### src/rtl/stage3_prefetch_pkg.sv
// Shared types for the stage3 instruction prefetcher: controller states and
// the FIFO entry layout (instruction word plus bus-error flag).
package stage3_prefetch_pkg;

  typedef enum logic [1:0] {
    IDLE,
    ISSUE,
    DISCARD,
    HALT
  } pf_state_t;

  typedef struct packed {
    logic [31:0] data;
    logic        err;
  } pf_entry_t;

  localparam logic [31:0] WORD_BYTES = 32'd4;

endpackage

### src/rtl/stage3_prefetch_fifo.sv
// Synchronous FIFO of prefetched entries with push, pop, clear and occupancy count.
// Clear wins over a same-cycle push; pointers wrap naturally because DEPTH is a power of 2.
module stage3_prefetch_fifo
  import stage3_prefetch_pkg::*;
#(
  parameter int DEPTH = 4,
  localparam int PW = $clog2(DEPTH),
  localparam int CW = PW + 1
) (
  input  logic          clk,
  input  logic          rst_n,
  input  logic          clear,
  input  logic          push,
  input  logic          pop,
  input  pf_entry_t     push_entry,
  output pf_entry_t     head_entry,
  output logic [CW-1:0] count
);

  pf_entry_t     mem_q [DEPTH];
  logic [PW-1:0] rd_ptr_q, rd_ptr_d;
  logic [PW-1:0] wr_ptr_q, wr_ptr_d;
  logic [CW-1:0] count_q, count_d;
  logic          do_push, do_pop;

  always_comb begin
    do_pop   = pop && (count_q != '0) && !clear;
    do_push  = push && !clear && ((count_q != CW'(DEPTH)) || do_pop);
    rd_ptr_d = rd_ptr_q;
    wr_ptr_d = wr_ptr_q;
    count_d  = count_q;
    if (clear) begin
      rd_ptr_d = '0;
      wr_ptr_d = '0;
      count_d  = '0;
    end else begin
      if (do_pop)  rd_ptr_d = rd_ptr_q + PW'(1);
      if (do_push) wr_ptr_d = wr_ptr_q + PW'(1);
      count_d = count_q + CW'(do_push) - CW'(do_pop);
    end
  end

  always_ff @(posedge clk) begin
    if (!rst_n) begin
      rd_ptr_q <= '0;
      wr_ptr_q <= '0;
      count_q  <= '0;
    end else begin
      rd_ptr_q <= rd_ptr_d;
      wr_ptr_q <= wr_ptr_d;
      count_q  <= count_d;
    end
  end

  // Storage needs no reset: entries are only visible once counted.
  always_ff @(posedge clk) begin
    if (do_push) mem_q[wr_ptr_q] <= push_entry;
  end

  assign head_entry = mem_q[rd_ptr_q];
  assign count      = count_q;

endmodule

### src/rtl/stage3_prefetch_buffer.sv
// Sequential instruction prefetcher between the fetch stage and the memory bus.
// Runs ahead of the fetch PC; never speculates past a faulting word or a page boundary.
module stage3_prefetch_buffer
  import stage3_prefetch_pkg::*;
#(
  parameter logic [31:0] RESET_PC   = 32'h8000_0000,
  parameter int          DEPTH      = 4,
  parameter int          PAGE_BYTES = 4096
) (
  input  logic        CLK,
  input  logic        nRST,
  input  logic        flush,
  input  logic [31:0] f_addr,
  input  logic        f_ren,
  output logic [31:0] f_rdata,
  output logic        f_busy,
  output logic        f_error,
  output logic [31:0] m_addr,
  output logic        m_ren,
  output logic        m_wen,
  output logic [3:0]  m_byte_en,
  input  logic [31:0] m_rdata,
  input  logic        m_busy,
  input  logic        m_error
);

  localparam int          CW        = $clog2(DEPTH) + 1;
  localparam logic [31:0] PAGE_MASK = 32'(PAGE_BYTES - 1);

  pf_state_t     state_q, state_d;
  logic [31:0]   issue_addr_q, issue_addr_d;
  logic [31:0]   req_addr_q, req_addr_d;
  logic          stop_q, stop_d;
  logic [31:0]   head_addr, next_issue_addr;
  logic [CW-1:0] count, count_next;
  pf_entry_t     head_entry, push_entry;
  logic          hit, bypass_match, bypass, miss, clear, push, pop, in_flight;
  logic          unused_addr_bits;

  // head_addr falls out of the invariant that the FIFO holds the words just below issue_addr.
  assign head_addr        = issue_addr_q - (32'(count) << 2);
  assign next_issue_addr  = issue_addr_q + WORD_BYTES;
  assign unused_addr_bits = ^{f_addr[1:0], head_addr[1:0]};

  always_comb begin
    m_ren        = (state_q == ISSUE) || (state_q == DISCARD);
    m_addr       = (state_q == DISCARD) ? req_addr_q : issue_addr_q;
    m_wen        = 1'b0;
    m_byte_en    = 4'b1111;
    in_flight    = m_ren && m_busy;

    hit          = f_ren && !flush && (count != '0) && (f_addr[31:2] == head_addr[31:2]);
    bypass_match = f_ren && !flush && (count == '0) && (state_q == ISSUE) &&
                   (f_addr[31:2] == issue_addr_q[31:2]);
    bypass       = bypass_match && !m_busy;
    miss         = f_ren && !hit && !bypass_match;
    clear        = miss || flush;
    pop          = hit;
    push         = (state_q == ISSUE) && !m_busy && !bypass && !clear;
    push_entry   = '{data: m_rdata, err: m_error};
    count_next   = count + CW'(push) - CW'(pop);

    f_busy       = !(hit || bypass);
    f_rdata      = bypass ? m_rdata : head_entry.data;
    f_error      = hit ? head_entry.err : (bypass ? m_error : 1'b0);

    state_d      = state_q;
    issue_addr_d = issue_addr_q;
    req_addr_d   = req_addr_q;
    stop_d       = stop_q;
    if (state_q == ISSUE) req_addr_d = issue_addr_q;

    case (state_q)
      IDLE: begin
        if (!stop_q && (count < CW'(DEPTH))) state_d = ISSUE;
      end
      ISSUE: begin
        if (!m_busy) begin
          issue_addr_d = next_issue_addr;
          if (m_error) begin
            state_d = HALT;
          end else if ((next_issue_addr & PAGE_MASK) == 32'd0) begin
            state_d = IDLE;
            stop_d  = 1'b1;
          end else if (count_next == CW'(DEPTH)) begin
            state_d = IDLE;
          end
        end
      end
      DISCARD: begin
        if (!m_busy) state_d = stop_q ? IDLE : ISSUE;
      end
      HALT:    state_d = HALT;
      default: state_d = IDLE;
    endcase

    // A redirect overrides normal sequencing; only a miss supplies a restart address.
    if (clear) begin
      state_d      = in_flight ? DISCARD : IDLE;
      issue_addr_d = issue_addr_q;
      stop_d       = 1'b1;
      if (miss) begin
        issue_addr_d = {f_addr[31:2], 2'b00};
        stop_d       = 1'b0;
        if (!in_flight) state_d = ISSUE;
      end
    end
  end

  always_ff @(posedge CLK) begin
    if (!nRST) begin
      state_q      <= IDLE;
      issue_addr_q <= RESET_PC;
      req_addr_q   <= RESET_PC;
      stop_q       <= 1'b0;
    end else begin
      state_q      <= state_d;
      issue_addr_q <= issue_addr_d;
      req_addr_q   <= req_addr_d;
      stop_q       <= stop_d;
    end
  end

  stage3_prefetch_fifo #(.DEPTH(DEPTH)) u_fifo (
    .clk        (CLK),
    .rst_n      (nRST),
    .clear      (clear),
    .push       (push),
    .pop        (pop),
    .push_entry (push_entry),
    .head_entry (head_entry),
    .count      (count)
  );

endmodule

### config.mk
export PLATFORM = sky130hd
export DESIGN_NAME = stage3_prefetch_buffer
export DESIGN_NICKNAME = d
export VERILOG_FILES = /design/src/rtl/stage3_prefetch_pkg.sv /design/src/rtl/stage3_prefetch_fifo.sv /design/src/rtl/stage3_prefetch_buffer.sv
export SDC_FILE = /design/constraint.sdc
export NUM_CORES = 1
export LEC_CHECK = 0
export ABC_AREA = 1
export BUFFER_PORTS_ARGS = -buffer_cell sky130_fd_sc_hd__buf_4
export CORE_MARGIN = 2
export CORE_UTILIZATION = 54
export CTS_CLUSTER_DIAMETER = 40
export DETAILED_ROUTE_END_ITERATION = 12
export GPL_ROUTABILITY_DRIVEN = 0
export PLACE_DENSITY = 0.83
export SYNTH_ARGS = -nofsm -noshare
export SYNTH_HDL_FRONTEND = slang
export SYNTH_HIERARCHICAL = 1
export SYNTH_SLANG_ARGS = --single-unit
### constraint.sdc
create_clock -name CLK -period 4.8 [get_ports CLK]
set_input_delay 0.96 -clock CLK [delete_from_list [all_inputs] [get_ports CLK]]
set_output_delay 0.96 -clock CLK [all_outputs]
set_load 0.01 [all_outputs]
==> metrics.md <==
| Metric | Value |
|---|---|
| Result of the run | `finished, final reports clean` |
| Worst hold path depth | `2` |
| Placement Rows | `54` |
| Final core area utilization | `0.638` |
| Most common cell in the netlist | `sky130_fd_sc_hd__nand2_1` |
| Number of cells in the finished layout apart from fillers | `1916` |
| Filler cell count in the final layout | `1786` |
| Crit-path slowest cell | `sky130_fd_sc_hd__fa_1` |
| CTS tree | `yes` |
| Hold path endpoint | `req_addr_q[31]` |
| Worst min path class | `flop to flop` |
| Total Die Area | `23500 sq um` |
| Nets@finish | `approximately 1700` |
| Actual transition at the worst max-transition pin | `1.10 ns` |
| Number of H-tree levels | `1` |
| Min cycle time layout | `around 4.5 ns` |
| Layout cell share with drive strength beyond 1 | `0.172` |
| Final instance area | `13900 sq um` |
| Number of sinks on the clock net | `204` |
| Remaining routing DRC violations | `0` |
| Worst VDD drop | `0.000257 V` |
| Max frequency | `~0.22 GHz` |
| Mean area per synthesized cell | `7.94 sq um` |
| Skew-Pair Late Insertion Delay | `0.55 ns` |
| Global route total overflow | `0` |
| Antenna violations before repair | `0` |
| Cells on worst reg2reg path | `29` |
| Post-route setup TNS | `0 ns` |
| Total Routed Length | `roughly 31000 um` |
| Total area of multi-input combinational cells | `5530 sq um` |
| Most instantiated flip-flop cell in the synthesis netlist | `sky130_fd_sc_hd__edfxtp_1` |
| Max-cap check violation count | `0` |
| Number of synthesized flops with an enable pin | `132` |
| Half-perimeter wire length of the detailed placement result | `21500 um` |
| Clock Tree Root | `sky130_fd_sc_hd__clkbuf_16` |
| Most used cell along the critical path | `sky130_fd_sc_hd__nand2_1` |
| Crit-path max cell delay | `0.38 ns` |
| Starting density of the core | `0.551` |
| DRT Pass-1 Iters | `8` |
| Die extent in x | `~150 um` |
| Largest cells by area after synthesis | `sky130_fd_sc_hd__edfxtp_1 (33%), sky130_fd_sc_hd__dfxtp_1 (12%), sky130_fd_sc_hd__nand2_1 (10%)` |
| Arrival time of data at the critical path endpoint | `4.97 ns` |
| Crit share post-route | `0.943` |
| Height of the chip | `between 150 and 200 um` |
| Number of top-level pins | `around 140` |
| Post-synth top cells | `sky130_fd_sc_hd__nand2_1 (336), sky130_fd_sc_hd__nor2_1 (193), sky130_fd_sc_hd__inv_1 (146)` |
| TritonCTS Buffers | `27` |
| Global-route wire length before repair | `49700 um` |
| Placed inst area | `between 10000 and 15000 sq um` |
| Core region area | `~22000 sq um` |
| Worst hold path startpoint | `req_addr_q[31]` |
| Power density cells | `around 320 nW/um^2` |
| Critical path startpoint category | `flop` |
| Routed wire length per instance | `about 16 um` |
| Part of the Yosys area used for sequential elements | `0.449` |
| Inst Count DP | `1865` |
| Total of flip-flops plus latches after synthesis | `204` |
| IO Port Bufs | `132` |
| Startpoint of the worst register-to-register path | `issue_addr_q[2]` |
| Setup slack of the most critical reg-to-reg path | `0.27 ns` |
| Maximum number of pins on one net before global-route repair | `67` |
| Quantity of hold-fixing buffers added after cts | `0` |
| Gate Count Post-Synth | `1515` |
| Vias per cell | `5.59` |
| Reported leakage power | `5.86 nW` |
| Number of hold violations in the final report | `0` |
| Worst reg2reg path endpoint | `state_q[0]` |
| Synth top area share | `0.330` |
| Vias in the first global route | `10087` |
| Endpoints failing setup | `0` |
| Sequential cell area | `5410 sq um` |
| Type of the worst setup path | `flop to flop` |
| Antenna Cells | `0` |
| Clock transition at the registers of the reported paths | `0.05 ns` |
| Asr flop ratio synth | `0` |
| Worst max-slew margin expressed relative to the limit | `0.269` |
| Iter 0 DRT Violations | `985` |
| Antenna-violating nets left | `0` |
| Critical Path RT | `5.24 ns` |
| Post-Route Skew | `0.0191 ns` |
| Worst setup EP type | `flop` |
| Maximum count of clock buffers along a single path | `3` |
| Number of max-slew violations in the final report | `0` |
| Mapped cell area | `12000 sq um` |
| Syn-to-layout area delta | `15.7%` |
| Overall power consumption | `around 4.5 mW` |
| All-layer global routing usage | `0.259` |
| Largest fanout on the critical path | `5` |
| Yosys warning count | `6` |
| Cell type with the largest total area after synthesis | `sky130_fd_sc_hd__edfxtp_1` |
| Number of unique standard cell types used by synthesis | `48` |
| Detailed-route via count | `10707` |
-- cells by family after synthesis --
| logic type | after synthesis | share of synthesized area |
|---|---|---|
| simple gates | 736 | 0.276 |
| compound gates | 251 | 0.115 |
| flops | 204 | 0.449 |
| buf+inv | 247 | 0.0966 |
| other cells | 2 | 0.000624 |
| xor+xnor | 55 | 0.0400 |
| fa+ha+maj | 20 | 0.0227 |
-- registers in the layout, summed over array words and instances, names as in the netlist, named ones only --
signal,count
issue_addr_q,30
u_fifo/mem_q,132
u_fifo/rd_ptr_q,2
stop_q,1
req_addr_q,30
u_fifo/count,3
state_q,2
u_fifo/wr_ptr_q,2
-- final cells by class --
class	instances	area share
repair buffers	156	0.0841
flip-flops and latches	204	0.389
clock inverters	19	0.0129
inverters	157	0.0427
clock buffers	31	0.0496
multi-input cells	1069	0.397
well taps	280	0.0252
-- critical path, delay by kind of cell (launching register included) --
family | cells | cell delay [ns]
adder cells (fa/ha/maj) | 5 | 1.32
AND/OR/NAND/NOR | 18 | 2.00
AO/OA/AOI/OAI | 2 | 0.46
flip-flops | 1 | 0.34
buffers and inverters | 4 | 0.32
-- cell usage in the layout (no fill, tap or decap), types with 7 or more instances in the layout --
master	instances
sky130_fd_sc_hd__conb_1	7
sky130_fd_sc_hd__nor3_1	23
sky130_fd_sc_hd__dfxtp_1	69
sky130_fd_sc_hd__clkbuf_16	27
sky130_fd_sc_hd__nand4_1	27
sky130_fd_sc_hd__xor2_1	36
sky130_fd_sc_hd__nand2_1	336
sky130_fd_sc_hd__nand2_2	17
sky130_fd_sc_hd__a21oi_1	49
sky130_fd_sc_hd__edfxtp_1	132
sky130_fd_sc_hd__nand3_1	71
sky130_fd_sc_hd__inv_1	146
sky130_fd_sc_hd__inv_2	7
sky130_fd_sc_hd__or2_2	9
sky130_fd_sc_hd__xnor2_1	18
sky130_fd_sc_hd__o22ai_1	34
sky130_fd_sc_hd__nor2_4	16
sky130_fd_sc_hd__nor4_1	9
sky130_fd_sc_hd__buf_4	156
sky130_fd_sc_hd__o31ai_1	8
sky130_fd_sc_hd__clkinv_1	7
sky130_fd_sc_hd__nand3b_1	13
sky130_fd_sc_hd__o21ai_0	121
sky130_fd_sc_hd__nor2_2	12
sky130_fd_sc_hd__nor2_1	187
sky130_fd_sc_hd__o21ai_1	22
sky130_fd_sc_hd__ha_1	15
-- metal layers --
metal  up-vias  wire (um)  track usage  part of all wire
met5         -          0            0                 0
met4         0       1560        0.132             0.050
met3       111       2550       0.0323             0.081
met2       500      14900        0.428              0.47
met1      4909      12400        0.338              0.39
li1       5187          -            -                 -
-- what timing repair did --
item | CTS | global route
setup endpoints to repair | 0 | 4
gates resized for setup | 0 | 10
buffers inserted | 0 | 1
-- power breakdown --
group	switching, mW	internal (mW)
Clock	0.799	1.12
Combinational	0.389	0.229
Sequential	0.0638	1.92
Total	1.25	3.26
-- worst max-delay path by stage --
| stage | from | end | slack [ns] | cells past startpoint |
|---|---|---|---|---|
| floorplan | issue_addr_q[2] | u_fifo/mem_q[0][0] | 0.03 | 23 |
| global placement | issue_addr_q[2] | state_q[0] | 0.20 | 29 |
| detailed placement | issue_addr_q[2] | state_q[0] | 0.15 | 29 |
| CTS | issue_addr_q[2] | state_q[0] | 0.13 | 29 |
| global route | issue_addr_q[2] | state_q[0] | -0.04 | 29 |
| finish | issue_addr_q[2] | state_q[0] | 0.27 | 29 |
-- through the flow --
step           hold WS (ns)  setup WS, ns
2_1_floorplan         0.446        0.0347
4_1_cts               0.485         0.132
5_1_grt               0.532       -0.0392
3_5_place_dp          0.471         0.149
3_3_place_gp          0.458         0.204
6_report              0.486         0.274
(Power assumes the default switching activity.)
